**config.mk**
```make
export PLATFORM = sky130hd
export DESIGN_NAME = rename_dispatch_nway_flat
export DESIGN_NICKNAME = d
export VERILOG_FILES = /design/src/rtl/rename_dispatch_nway_if.sv /design/src/rtl/rename_dispatch_nway.sv /design/src/flat_wrapper.sv
export SDC_FILE = /design/constraint.sdc
export NUM_CORES = 1
export LEC_CHECK = 0
export CELL_PAD_IN_SITES_DETAIL_PLACEMENT = 2
export CELL_PAD_IN_SITES_GLOBAL_PLACEMENT = 2
export CORE_AREA = 2 2 152 154
export CTS_BUF_LIST = sky130_fd_sc_hd__clkbuf_4 sky130_fd_sc_hd__clkbuf_8
export CTS_CLUSTER_DIAMETER = 60
export DETAILED_ROUTE_END_ITERATION = 8
export DIE_AREA = 0 0 154 156
export PLACE_DENSITY = 0.94
export SKIP_CTS_REPAIR_TIMING = 1
export SLEW_MARGIN = 25
export SYNTH_ARGS = -nofsm -noshare
export SYNTH_HDL_FRONTEND = slang
export SYNTH_SLANG_ARGS = --single-unit
```
**constraint.sdc**
```tcl
create_clock -name clk_i -period 12.18 [get_ports clk_i]
set_input_delay 2.436 -clock clk_i [delete_from_list [all_inputs] [get_ports clk_i]]
set_output_delay 2.436 -clock clk_i [all_outputs]
set_load 0.005 [all_outputs]
```
**src/rtl/rename_dispatch_nway_if.sv**
```systemverilog
// Bundle of rename/dispatch bus signals: instruction queue, free list, RAT,
// ROB/RS credits and the registered dispatch group.
interface rename_dispatch_nway_if #(
    parameter int PHYS_REG_BITS = 6,
    parameter int WIDTH         = 2,
    parameter int SLOT_BITS     = 5
);
    logic                           flush;
    logic [WIDTH-1:0]               iq_valid;
    logic [32*WIDTH-1:0]            iq_inst;
    logic [WIDTH-1:0]               iq_dequeue;
    logic [PHYS_REG_BITS:0]         fl_count;
    logic [PHYS_REG_BITS*WIDTH-1:0] fl_phys_reg;
    logic [WIDTH-1:0]               fl_dequeue;
    logic [5*WIDTH-1:0]             rat_rs1;
    logic [5*WIDTH-1:0]             rat_rs2;
    logic [PHYS_REG_BITS*WIDTH-1:0] rat_ps1;
    logic [PHYS_REG_BITS*WIDTH-1:0] rat_ps2;
    logic [WIDTH-1:0]               rat_ps1_valid;
    logic [WIDTH-1:0]               rat_ps2_valid;
    logic [WIDTH-1:0]               rat_we;
    logic [5*WIDTH-1:0]             rat_rd;
    logic [PHYS_REG_BITS*WIDTH-1:0] rat_pd;
    logic [SLOT_BITS:0]             rob_free;
    logic [SLOT_BITS:0]             rs_free;
    logic                           disp_ready;
    logic [WIDTH-1:0]               disp_valid;
    logic [32*WIDTH-1:0]            disp_inst;
    logic [PHYS_REG_BITS*WIDTH-1:0] disp_pd;
    logic [PHYS_REG_BITS*WIDTH-1:0] disp_ps1;
    logic [PHYS_REG_BITS*WIDTH-1:0] disp_ps2;
    logic [WIDTH-1:0]               disp_ps1_valid;
    logic [WIDTH-1:0]               disp_ps2_valid;

    // The environment (queue, free list, RAT, dispatch) side.
    modport master (
        output flush, iq_valid, iq_inst, fl_count, fl_phys_reg,
               rat_ps1, rat_ps2, rat_ps1_valid, rat_ps2_valid,
               rob_free, rs_free, disp_ready,
        input  iq_dequeue, fl_dequeue, rat_rs1, rat_rs2, rat_we, rat_rd, rat_pd,
               disp_valid, disp_inst, disp_pd, disp_ps1, disp_ps2,
               disp_ps1_valid, disp_ps2_valid
    );

    modport slave (
        input  flush, iq_valid, iq_inst, fl_count, fl_phys_reg,
               rat_ps1, rat_ps2, rat_ps1_valid, rat_ps2_valid,
               rob_free, rs_free, disp_ready,
        output iq_dequeue, fl_dequeue, rat_rs1, rat_rs2, rat_we, rat_rd, rat_pd,
               disp_valid, disp_inst, disp_pd, disp_ps1, disp_ps2,
               disp_ps1_valid, disp_ps2_valid
    );
endinterface

```
**src/rtl/rename_dispatch_nway.sv**
```systemverilog
// N-wide rename/dispatch: allocates free-list registers, renames sources with
// intra-group bypass, updates the RAT and registers the group for dispatch.
module rename_dispatch_nway #(
    parameter int PHYS_REG_BITS = 6,
    parameter int WIDTH         = 2,
    parameter int SLOT_BITS     = 5
) (
    input logic                   clk_i,
    input logic                   rst_ni,
    rename_dispatch_nway_if.slave bus
);
    localparam int P = PHYS_REG_BITS;

    logic [WIDTH-1:0]    dispValid_q, dispValid_d;
    logic [32*WIDTH-1:0] dispInst_q;
    logic [P*WIDTH-1:0]  dispPd_q, dispPs1_q, dispPs2_q;
    logic [WIDTH-1:0]    dispPs1Valid_q, dispPs2Valid_q;

    logic [WIDTH-1:0]    accept, writesRd, ratWe, flDeq;
    logic [P*WIDTH-1:0]  pd_d, ps1_d, ps2_d;
    logic [WIDTH-1:0]    ps1Valid_d, ps2Valid_d;
    logic [P:0]          allocCnt;
    logic                stopped;
    logic [6:0]          opcode;
    logic [4:0]          rdA, rdB, rs1, rs2;

    // Walk lanes oldest-first; the first lane that fails any resource check
    // stops acceptance so the accepted lanes always form a prefix.
    always_comb begin
        accept   = '0;
        writesRd = '0;
        pd_d     = '0;
        allocCnt = '0;
        opcode   = '0;
        stopped  = !rst_ni || bus.flush || !((dispValid_q == '0) || bus.disp_ready);
        for (int i = 0; i < WIDTH; i++) begin
            opcode = bus.iq_inst[32*i +: 7];
            writesRd[i] = (opcode inside {7'h37, 7'h17, 7'h6F, 7'h67, 7'h03, 7'h13, 7'h33})
                          && (bus.iq_inst[32*i+7 +: 5] != 5'd0);
            if (!stopped && bus.iq_valid[i]
                && ((allocCnt + (P+1)'(writesRd[i])) <= bus.fl_count)
                && ((SLOT_BITS+1)'(i + 1) <= bus.rob_free)
                && ((SLOT_BITS+1)'(i + 1) <= bus.rs_free)) begin
                accept[i] = 1'b1;
                if (writesRd[i]) begin
                    pd_d[P*i +: P] = bus.fl_phys_reg[P*int'(allocCnt) +: P];
                    allocCnt = allocCnt + (P+1)'(1);
                end
            end else begin
                stopped = 1'b1;
            end
        end
    end

    // Sources bypass from the youngest older writer in the group; an older
    // write to the same rd is dropped so the youngest mapping lands in the RAT.
    always_comb begin
        ps1_d      = bus.rat_ps1;
        ps2_d      = bus.rat_ps2;
        ps1Valid_d = bus.rat_ps1_valid;
        ps2Valid_d = bus.rat_ps2_valid;
        ratWe      = '0;
        flDeq      = '0;
        rdA        = '0;
        rdB        = '0;
        rs1        = '0;
        rs2        = '0;
        for (int i = 0; i < WIDTH; i++) begin
            rdA = bus.iq_inst[32*i+7 +: 5];
            rs1 = bus.iq_inst[32*i+15 +: 5];
            rs2 = bus.iq_inst[32*i+20 +: 5];
            ratWe[i] = accept[i] && writesRd[i];
            for (int j = 0; j < WIDTH; j++) begin
                rdB = bus.iq_inst[32*j+7 +: 5];
                if (accept[j] && writesRd[j]) begin
                    if (j < i && rdB == rs1) begin
                        ps1_d[P*i +: P] = pd_d[P*j +: P];
                        ps1Valid_d[i]   = 1'b0;
                    end
                    if (j < i && rdB == rs2) begin
                        ps2_d[P*i +: P] = pd_d[P*j +: P];
                        ps2Valid_d[i]   = 1'b0;
                    end
                    if (j > i && rdB == rdA) begin
                        ratWe[i] = 1'b0;
                    end
                end
            end
            if (rs1 == 5'd0) begin
                ps1_d[P*i +: P] = '0;
                ps1Valid_d[i]   = 1'b1;
            end
            if (rs2 == 5'd0) begin
                ps2_d[P*i +: P] = '0;
                ps2Valid_d[i]   = 1'b1;
            end
            flDeq[i] = (P+1)'(i) < allocCnt;
        end
    end

    always_comb begin
        if (bus.flush) begin
            dispValid_d = '0;
        end else if (accept[0]) begin
            dispValid_d = accept;
        end else if (bus.disp_ready) begin
            dispValid_d = '0;
        end else begin
            dispValid_d = dispValid_q;
        end
    end

    always_ff @(posedge clk_i or negedge rst_ni) begin
        if (!rst_ni) begin
            dispValid_q    <= '0;
            dispInst_q     <= '0;
            dispPd_q       <= '0;
            dispPs1_q      <= '0;
            dispPs2_q      <= '0;
            dispPs1Valid_q <= '0;
            dispPs2Valid_q <= '0;
        end else begin
            dispValid_q <= dispValid_d;
            if (accept[0]) begin
                dispInst_q     <= bus.iq_inst;
                dispPd_q       <= pd_d;
                dispPs1_q      <= ps1_d;
                dispPs2_q      <= ps2_d;
                dispPs1Valid_q <= ps1Valid_d;
                dispPs2Valid_q <= ps2Valid_d;
            end
        end
    end

    for (genvar g = 0; g < WIDTH; g++) begin : gLaneAddr
        assign bus.rat_rs1[5*g +: 5] = bus.iq_inst[32*g+15 +: 5];
        assign bus.rat_rs2[5*g +: 5] = bus.iq_inst[32*g+20 +: 5];
        assign bus.rat_rd[5*g +: 5]  = bus.iq_inst[32*g+7 +: 5];
    end

    assign bus.iq_dequeue     = accept;
    assign bus.fl_dequeue     = flDeq;
    assign bus.rat_we         = ratWe;
    assign bus.rat_pd         = pd_d;
    assign bus.disp_valid     = dispValid_q;
    assign bus.disp_inst      = dispInst_q;
    assign bus.disp_pd        = dispPd_q;
    assign bus.disp_ps1       = dispPs1_q;
    assign bus.disp_ps2       = dispPs2_q;
    assign bus.disp_ps1_valid = dispPs1Valid_q;
    assign bus.disp_ps2_valid = dispPs2Valid_q;
endmodule

```
**src/flat_wrapper.sv**
```systemverilog
// flat-port wrapper written by rule: the top's interface ports become plain ports
module rename_dispatch_nway_flat 
#(
    parameter int PHYS_REG_BITS = 6,
    parameter int WIDTH         = 2,
    parameter int SLOT_BITS     = 5
)
  (clk_i, rst_ni, bus_flush, bus_iq_valid, bus_iq_inst, bus_fl_count, bus_fl_phys_reg, bus_rat_ps1, bus_rat_ps2, bus_rat_ps1_valid, bus_rat_ps2_valid, bus_rob_free, bus_rs_free, bus_disp_ready, bus_iq_dequeue, bus_fl_dequeue, bus_rat_rs1, bus_rat_rs2, bus_rat_we, bus_rat_rd, bus_rat_pd, bus_disp_valid, bus_disp_inst, bus_disp_pd, bus_disp_ps1, bus_disp_ps2, bus_disp_ps1_valid, bus_disp_ps2_valid);
  rename_dispatch_nway_if #(.PHYS_REG_BITS(PHYS_REG_BITS), .WIDTH(WIDTH), .SLOT_BITS(SLOT_BITS)) bus_i ();
  input logic clk_i;
  input logic rst_ni;
  input wire logic [$bits(bus_i.flush)-1:0] bus_flush;
  input wire logic [$bits(bus_i.iq_valid)-1:0] bus_iq_valid;
  input wire logic [$bits(bus_i.iq_inst)-1:0] bus_iq_inst;
  input wire logic [$bits(bus_i.fl_count)-1:0] bus_fl_count;
  input wire logic [$bits(bus_i.fl_phys_reg)-1:0] bus_fl_phys_reg;
  input wire logic [$bits(bus_i.rat_ps1)-1:0] bus_rat_ps1;
  input wire logic [$bits(bus_i.rat_ps2)-1:0] bus_rat_ps2;
  input wire logic [$bits(bus_i.rat_ps1_valid)-1:0] bus_rat_ps1_valid;
  input wire logic [$bits(bus_i.rat_ps2_valid)-1:0] bus_rat_ps2_valid;
  input wire logic [$bits(bus_i.rob_free)-1:0] bus_rob_free;
  input wire logic [$bits(bus_i.rs_free)-1:0] bus_rs_free;
  input wire logic [$bits(bus_i.disp_ready)-1:0] bus_disp_ready;
  output wire logic [$bits(bus_i.iq_dequeue)-1:0] bus_iq_dequeue;
  output wire logic [$bits(bus_i.fl_dequeue)-1:0] bus_fl_dequeue;
  output wire logic [$bits(bus_i.rat_rs1)-1:0] bus_rat_rs1;
  output wire logic [$bits(bus_i.rat_rs2)-1:0] bus_rat_rs2;
  output wire logic [$bits(bus_i.rat_we)-1:0] bus_rat_we;
  output wire logic [$bits(bus_i.rat_rd)-1:0] bus_rat_rd;
  output wire logic [$bits(bus_i.rat_pd)-1:0] bus_rat_pd;
  output wire logic [$bits(bus_i.disp_valid)-1:0] bus_disp_valid;
  output wire logic [$bits(bus_i.disp_inst)-1:0] bus_disp_inst;
  output wire logic [$bits(bus_i.disp_pd)-1:0] bus_disp_pd;
  output wire logic [$bits(bus_i.disp_ps1)-1:0] bus_disp_ps1;
  output wire logic [$bits(bus_i.disp_ps2)-1:0] bus_disp_ps2;
  output wire logic [$bits(bus_i.disp_ps1_valid)-1:0] bus_disp_ps1_valid;
  output wire logic [$bits(bus_i.disp_ps2_valid)-1:0] bus_disp_ps2_valid;
  assign bus_i.flush = bus_flush;
  assign bus_i.iq_valid = bus_iq_valid;
  assign bus_i.iq_inst = bus_iq_inst;
  assign bus_i.fl_count = bus_fl_count;
  assign bus_i.fl_phys_reg = bus_fl_phys_reg;
  assign bus_i.rat_ps1 = bus_rat_ps1;
  assign bus_i.rat_ps2 = bus_rat_ps2;
  assign bus_i.rat_ps1_valid = bus_rat_ps1_valid;
  assign bus_i.rat_ps2_valid = bus_rat_ps2_valid;
  assign bus_i.rob_free = bus_rob_free;
  assign bus_i.rs_free = bus_rs_free;
  assign bus_i.disp_ready = bus_disp_ready;
  assign bus_iq_dequeue = bus_i.iq_dequeue;
  assign bus_fl_dequeue = bus_i.fl_dequeue;
  assign bus_rat_rs1 = bus_i.rat_rs1;
  assign bus_rat_rs2 = bus_i.rat_rs2;
  assign bus_rat_we = bus_i.rat_we;
  assign bus_rat_rd = bus_i.rat_rd;
  assign bus_rat_pd = bus_i.rat_pd;
  assign bus_disp_valid = bus_i.disp_valid;
  assign bus_disp_inst = bus_i.disp_inst;
  assign bus_disp_pd = bus_i.disp_pd;
  assign bus_disp_ps1 = bus_i.disp_ps1;
  assign bus_disp_ps2 = bus_i.disp_ps2;
  assign bus_disp_ps1_valid = bus_i.disp_ps1_valid;
  assign bus_disp_ps2_valid = bus_i.disp_ps2_valid;
  rename_dispatch_nway #(.PHYS_REG_BITS(PHYS_REG_BITS), .WIDTH(WIDTH), .SLOT_BITS(SLOT_BITS)) u_core (.clk_i(clk_i), .rst_ni(rst_ni), .bus(bus_i));
endmodule
```
# Word-level counts from Yosys, hierarchy flattened
# Cells that the tools add are included.
# Widths: inputs -> output; s select.
[op_classes]
shifts = 1
muxes = 32
n_addsub = 2
reduce_logical = 29
eq_ne = 17
n_mul = 1
n_lt_le_gt_ge = 8
[op_table]
columns = ["cell", "count"]
rows = [
  ["$mux 6", 12],
  ["$shiftx 12x32->6", 1],
  ["$eq 7x5->1 const B", 4],
  ["$eq 7x6->1 const B", 4],
  ["$eq 7x7->1 const B", 4],
  ["$logic_not 5->1", 4],
  ["$eq 5x5->1", 3],
  ["$mux 1", 15],
  ["$eq 7x2->1 const B", 2],
  ["$lt 1x7->1 const A", 2],
  ["$mux 7", 2],
  ["$reduce_bool 7->1", 2],
  ["$le 1x6->1 const A", 2],
  ["$le 2x6->1 const A", 2],
  ["$logic_and 1x1->1", 12],
  ["$reduce_bool 5->1", 2],
  ["$le 1x7->1", 1],
  ["$le 7x7->1", 1],
  ["$mux 2", 3],
  ["$logic_not 1->1", 4],
  ["$logic_or 1x1->1", 3],
  ["$mul 2x1->3 const A", 1],
  ["$reduce_bool 3->1", 1],
  ["$add 1x1->2", 1],
  ["2 further kinds", 2],
]
[totals]
elab_cells = 97
reg_bits = 106
output_inout_bits = 154

# Depth between registers and ports, before layout
# Gate-level depths: netlist of run 1.
[logic_depth]
word_depth = 18
mapped_depth = 20
ltp_nobuf = 18

# Worst setup path after synthesis of run 1
# Ideal clock, no wire load.
[synth_path]
path_kind = "input port to output port"
from = "input bus_iq_inst[9]"
to = "output bus_rat_we[0]"
t_required_ns = 9.744
path_buffers = 2
t_arrival_ns = 6.168
stages = 17
slack_ns = 3.576
cell_sequence = "clkbuf_2 nor3_1 a211oi_4 inv_2 ha_1 or3_1 or3_4 nand4_4 buf_6 nor2_4 ha_1 ha_1 a21oi_1 a2111oi_2 nor4_4 nand2_1 o41a_1"
[synth_between]
elab_chain_len = 15
[synth_rtl]
columns = ["item", "line_no", "text"]
rows = [
  ["from (decl)", "flat_wrapper.sv:14", "input wire logic [$bits(bus_i.iq_inst)-1:0] bus_iq_inst;"],
  ["$reduce_bool 5->1 (*)", "rename_dispatch_nway.sv:39", "&& (bus.iq_inst[32*i+7 +: 5] != 5'd0);"],
  ["$logic_and 1x1->1 (*)", "rename_dispatch_nway.sv:39", ""],
  ["$le 1x7->1", "rename_dispatch_nway.sv:41", "&& ((allocCnt + (P+1)'(writesRd[i])) <= bus.fl_count)"],
  ["$logic_and 1x1->1", "rename_dispatch_nway.sv:41", ""],
  ["$logic_and 1x1->1", "rename_dispatch_nway.sv:42", "&& ((SLOT_BITS+1)'(i + 1) <= bus.rob_free)"],
  ["$logic_and 1x1->1", "rename_dispatch_nway.sv:43", "&& ((SLOT_BITS+1)'(i + 1) <= bus.rs_free)) begin"],
  ["$mux 1", "rename_dispatch_nway.sv:40", "if (!stopped && bus.iq_valid[i]"],
  ["$add 1x1->2 / $logic_not 1->1 (equally long branches)", "rename_dispatch_nway.sv:41, rename_dispatch_nway.sv:40", ""],
  ["$le 7x7->1 / $logic_and 1x1->1 (equally long branches)", "rename_dispatch_nway.sv:41, rename_dispatch_nway.sv:40", ""],
  ["$logic_and 1x1->1 (*)", "rename_dispatch_nway.sv:41", ""],
  ["$logic_and 1x1->1 (*)", "rename_dispatch_nway.sv:42", ""],
  ["$logic_and 1x1->1 (*)", "rename_dispatch_nway.sv:43", ""],
  ["$mux 1 (*)", "rename_dispatch_nway.sv:40", ""],
  ["via bus_iq_dequeue[1]", "flat_wrapper.sv:24", "output wire logic [$bits(bus_i.iq_dequeue)-1:0] bus_iq_dequeue;"],
  ["$logic_and 1x1->1 (*)", "rename_dispatch_nway.sv:75", "if (accept[j] && writesRd[j]) begin"],
  ["$mux 1 (*)", "rename_dispatch_nway.sv:75", ""],
  ["to (decl)", "flat_wrapper.sv:28", "output wire logic [$bits(bus_i.rat_we)-1:0] bus_rat_we;"],
]
# Mark *: on every way through the listed nets, which the timed path passes. The rest lies on a longest branch.

# Worst setup path after layout of run 1
[layout_path]
from = "input bus_iq_inst[7]"
to = "output bus_rat_we[0]"
[layout_between]
elab_chain_len = 15
[layout_rtl]
columns = ["item", "line_no"]
rows = [
  ["$reduce_bool 5->1", "rename_dispatch_nway.sv:39"],
  ["$logic_and 1x1->1", "rename_dispatch_nway.sv:39"],
  ["$le 1x7->1", "rename_dispatch_nway.sv:41"],
  ["$logic_and 1x1->1", "rename_dispatch_nway.sv:41"],
  ["$logic_and 1x1->1", "rename_dispatch_nway.sv:42"],
  ["$logic_and 1x1->1", "rename_dispatch_nway.sv:43"],
  ["$mux 1", "rename_dispatch_nway.sv:40"],
  ["$add 1x1->2 / $logic_not 1->1 (equally long branches)", "rename_dispatch_nway.sv:41, rename_dispatch_nway.sv:40"],
  ["$le 7x7->1 / $logic_and 1x1->1 (equally long branches)", "rename_dispatch_nway.sv:41, rename_dispatch_nway.sv:40"],
  ["$logic_and 1x1->1", "rename_dispatch_nway.sv:41"],
  ["$logic_and 1x1->1", "rename_dispatch_nway.sv:42"],
  ["$logic_and 1x1->1", "rename_dispatch_nway.sv:43"],
  ["$mux 1", "rename_dispatch_nway.sv:40"],
  ["$logic_and 1x1->1", "rename_dispatch_nway.sv:75"],
  ["$mux 1 (*)", "rename_dispatch_nway.sv:75"],
]
# Every way passes the cells marked *; elsewhere a longest branch is shown, timed or not.

==> flow_metrics.env, run 1 <==
export IMPL_status="complete, no violations"
export IMPL_ys_seq_elements=106
export IMPL_final_max_slew_viol_count=0
export IMPL_io_pins=283
export IMPL_final_common_cell="clkdlybuf4s50_1"
export IMPL_dp_hpwl_mm=16.8
export IMPL_setup_violations=0
export IMPL_gp_congestion=0.784
export IMPL_io_buffers=282
export IMPL_path_max_fanout=28
export IMPL_regToRegSetupSlack_ns=8.50
export IMPL_syn_area_per_cell_sq_um=9.10
export IMPL_cts_max_level=3
export IMPL_grt_pass1_wl_mm=34.0
export IMPL_worstPathArrival_ns=8.23
export IMPL_r2r_end="u_core.bus.disp_pd[9]"
export IMPL_worstMarginPinSlew_ns=0.961
export IMPL_synthArstFlopShare_pct=100
export IMPL_dr_pass1_iters=4
export IMPL_period_minus_slack_ns=10.67
export IMPL_dieArea_sq_um=24000
export IMPL_cp_endpoint="bus_rat_we[0]"
export IMPL_ys_flop_type="dfrtp_1"
export IMPL_antenna_found_initial=0
export IMPL_yosysTopAreaCell="dfrtp_1"
export IMPL_clk_latency_ns=0.39
export IMPL_synth_cell_types=42
export IMPL_grt_pass1_vias=5678
export IMPL_ir_worst_vdd_v=0.0000434
export IMPL_cap_viol_max_count=0
export IMPL_netlist_instances=561
export IMPL_drt_initial_drc_count=118
export IMPL_end_kind="output pin"
export IMPL_worst_setup_path_start_kind="input port"
export IMPL_mostFrequentLayoutCells="281 x clkdlybuf4s50_1, 243 x nand2_1, 106 x dfrtp_1"
export IMPL_drt_vias_per_instance=4.51
export IMPL_final_nets=934
export IMPL_crit_type="input port to output pin"
export IMPL_hold_viol_final=0
export IMPL_dieWidth_um=154
export IMPL_drt_antenna_violating_nets=0
export IMPL_slew_headroom_pct=35.9
export IMPL_finalInstanceArea_sq_um=8100
export IMPL_finalWirelength_mm=21.7
export IMPL_synthToLayoutAreaGrowth_pct=58.7
export IMPL_synth_top_cell_area_share_pct=52.0
export IMPL_dpl_cell_area_sq_um=7900
export IMPL_startpoint="bus_iq_inst[7]"
export IMPL_core_area_sq_um=22400
export IMPL_fin_crit_sh_pct=87.6
export IMPL_mappedNetlistArea_sq_um=5100
export IMPL_grt_use_total_pct=18.5
export IMPL_die_h_um=156
export IMPL_drcViolationCount=0
export IMPL_static_leakage_power_nw=3.72
export IMPL_start_util_pct=22.8
export IMPL_reg2reg_from="u_core.bus.disp_valid[1]"
export IMPL_cts_root_buf="clkbuf_8"
export IMPL_yosys_warnings=0
export IMPL_cts_buffers=9
export IMPL_p_per_area_nw_per_um2=118
export IMPL_synth_fp_nets=694
export IMPL_clkTransAtPathRegs_ns=0.11
export IMPL_fillers=2457
export IMPL_vias=4917
export IMPL_clock_path_buffers=2
export IMPL_grt_max_degree=88
export IMPL_synth_yosys_seq_area_share_pct=52.0
export IMPL_crit_required_ns=9.74
export IMPL_drive_above_1_share_pct=4.71
export IMPL_finClkSkew_ns=0.0207
export IMPL_hold_class="flip-flop to flip-flop"
export IMPL_synth_top_cells_by_area="dfrtp_1 52%, nand2_1 18%, buf_4 4.4%"
export IMPL_r2r_cells=11
export IMPL_tns_ns=0
export IMPL_diodes=0
export IMPL_rsz0062_at_grt="no"
export IMPL_cts_sinks=106
export IMPL_wire_per_inst_um=19.9
export IMPL_overflow=0
export IMPL_synth_edf_count=0
export IMPL_num_rows=55
export IMPL_max_clock_freq_mhz=93.8
export IMPL_tritoncts="done"
-- logic make-up after synthesis --
kind of cell / count (synthesis) / synth area share (%)
XOR/XNOR: 15 / 2.57
flip-flops: 106 / 52.0
AO/OA/AOI/OAI: 48 / 5.98
adder cells (fa/ha/maj): 4 / 0.981
multiplexers: 18 / 3.53
buffers and inverters: 67 / 8.83
AND/OR/NAND/NOR: 303 / 26.1
-- power breakdown --
part	switching [mW]	internal, mW	leakage, nW
clock network	0.139	0.0889	0.102
logic	0.118	0.171	2.28
registers	0.0334	0.409	1.34
-- flip-flops by register name, summed over array words and instances (netlist names) --
name / flops
u_core.bus.disp_inst: 64
u_core.bus.disp_ps1_valid: 2
u_core.bus.disp_ps2_valid: 2
u_core.bus.disp_pd: 12
u_core.bus.disp_ps1: 12
u_core.bus.disp_valid: 2
u_core.bus.disp_ps2: 12
-- final cells by class --
| cell class | count | area, sq um | share of cell area [%] |
|---|---|---|---|
| clock buffers | 11 | 151 | 1.87 |
| clock inverters | 5 | 46.3 | 0.572 |
| inverters | 10 | 40.0 | 0.494 |
| multi-input cells | 388 | 2000 | 24.7 |
| flip-flops and latches | 106 | 2650 | 32.8 |
| well taps | 285 | 357 | 4.40 |
| repair buffers | 286 | 2850 | 35.2 |
-- synth_stat cells, types with 3 or more instances --
master	count
ha_1	4
dfrtp_1	106
o21ai_1	12
a21o_1	7
a21oi_1	9
mux2i_1	18
nand2_1	243
and3_4	6
nor2_1	15
inv_1	8
buf_4	30
buf_2	17
or4_1	3
o21ai_0	11
xor2_1	6
nand3_1	15
buf_6	8
xnor2_1	9
nor3_1	6
-- routing by layer --
layer  wire length [um]  part of all wire [%]  vias to the layer above  GRT usage (%)
met5                  0                     0                        -              0
met4                485                   2.2                        0           6.28
met3               1230                   5.7                       26           4.11
met2              11200                    52                      189           33.9
met1               8800                    41                     2458           21.4
li1                   -                     -                     2244              -
-- how the worst min path moves through the flow --
stage,startpoint,endpoint,slack [ns],cells past startpoint
after floorplan,u_core.bus.disp_ps1[3],u_core.bus.disp_ps1[3],0.46,2
after global placement,u_core.bus.disp_ps1[2],u_core.bus.disp_ps1[2],0.45,2
after detailed placement,u_core.bus.disp_ps2[5],u_core.bus.disp_ps2[5],0.46,2
after CTS,u_core.bus.disp_ps2[5],u_core.bus.disp_ps2[5],0.49,2
after global routing,u_core.bus.disp_inst[22],u_core.bus.disp_inst[22],0.52,2
final,u_core.bus.disp_ps2[5],u_core.bus.disp_ps2[5],0.48,2
-- worst max-delay path, cell delays in order --
cell	delay [ns]
clkdlybuf4s50_1	0.67
nor3_1	0.18
a211oi_4	0.75
inv_2	0.15
ha_1	0.30
or3_1	0.37
or3_4	0.35
nand4_4	0.34
nor2_4	0.15
ha_1	0.26
ha_1	0.31
a21oi_1	0.20
a2111oi_2	0.09
nor4_4	0.28
nand2_1	0.40
o41a_1	0.52
clkdlybuf4s50_1	0.46
-- through the flow --
stage	utilization [%]	worst slack, ns	power [mW]	hold slack [ns]	cells
floorplan	-	3.58	0.527	0.460	561
global placement	35.3	1.58	0.730	0.450	1075
detailed placement	35.3	1.40	0.745	0.464	1075
CTS	36.2	1.39	0.980	0.490	1091
global route	36.2	1.13	1.02	0.522	1091
finish	36.2	1.51	0.959	0.483	1091
Note: power is estimated with default switching activity, not from simulation.
==> inputs of run 2 (changes only) <==
- HOLD_SLACK_MARGIN: unset -> 0.05
==> results of run 2 <==
Final layout, timing and power as in run 1 (identical DEF).
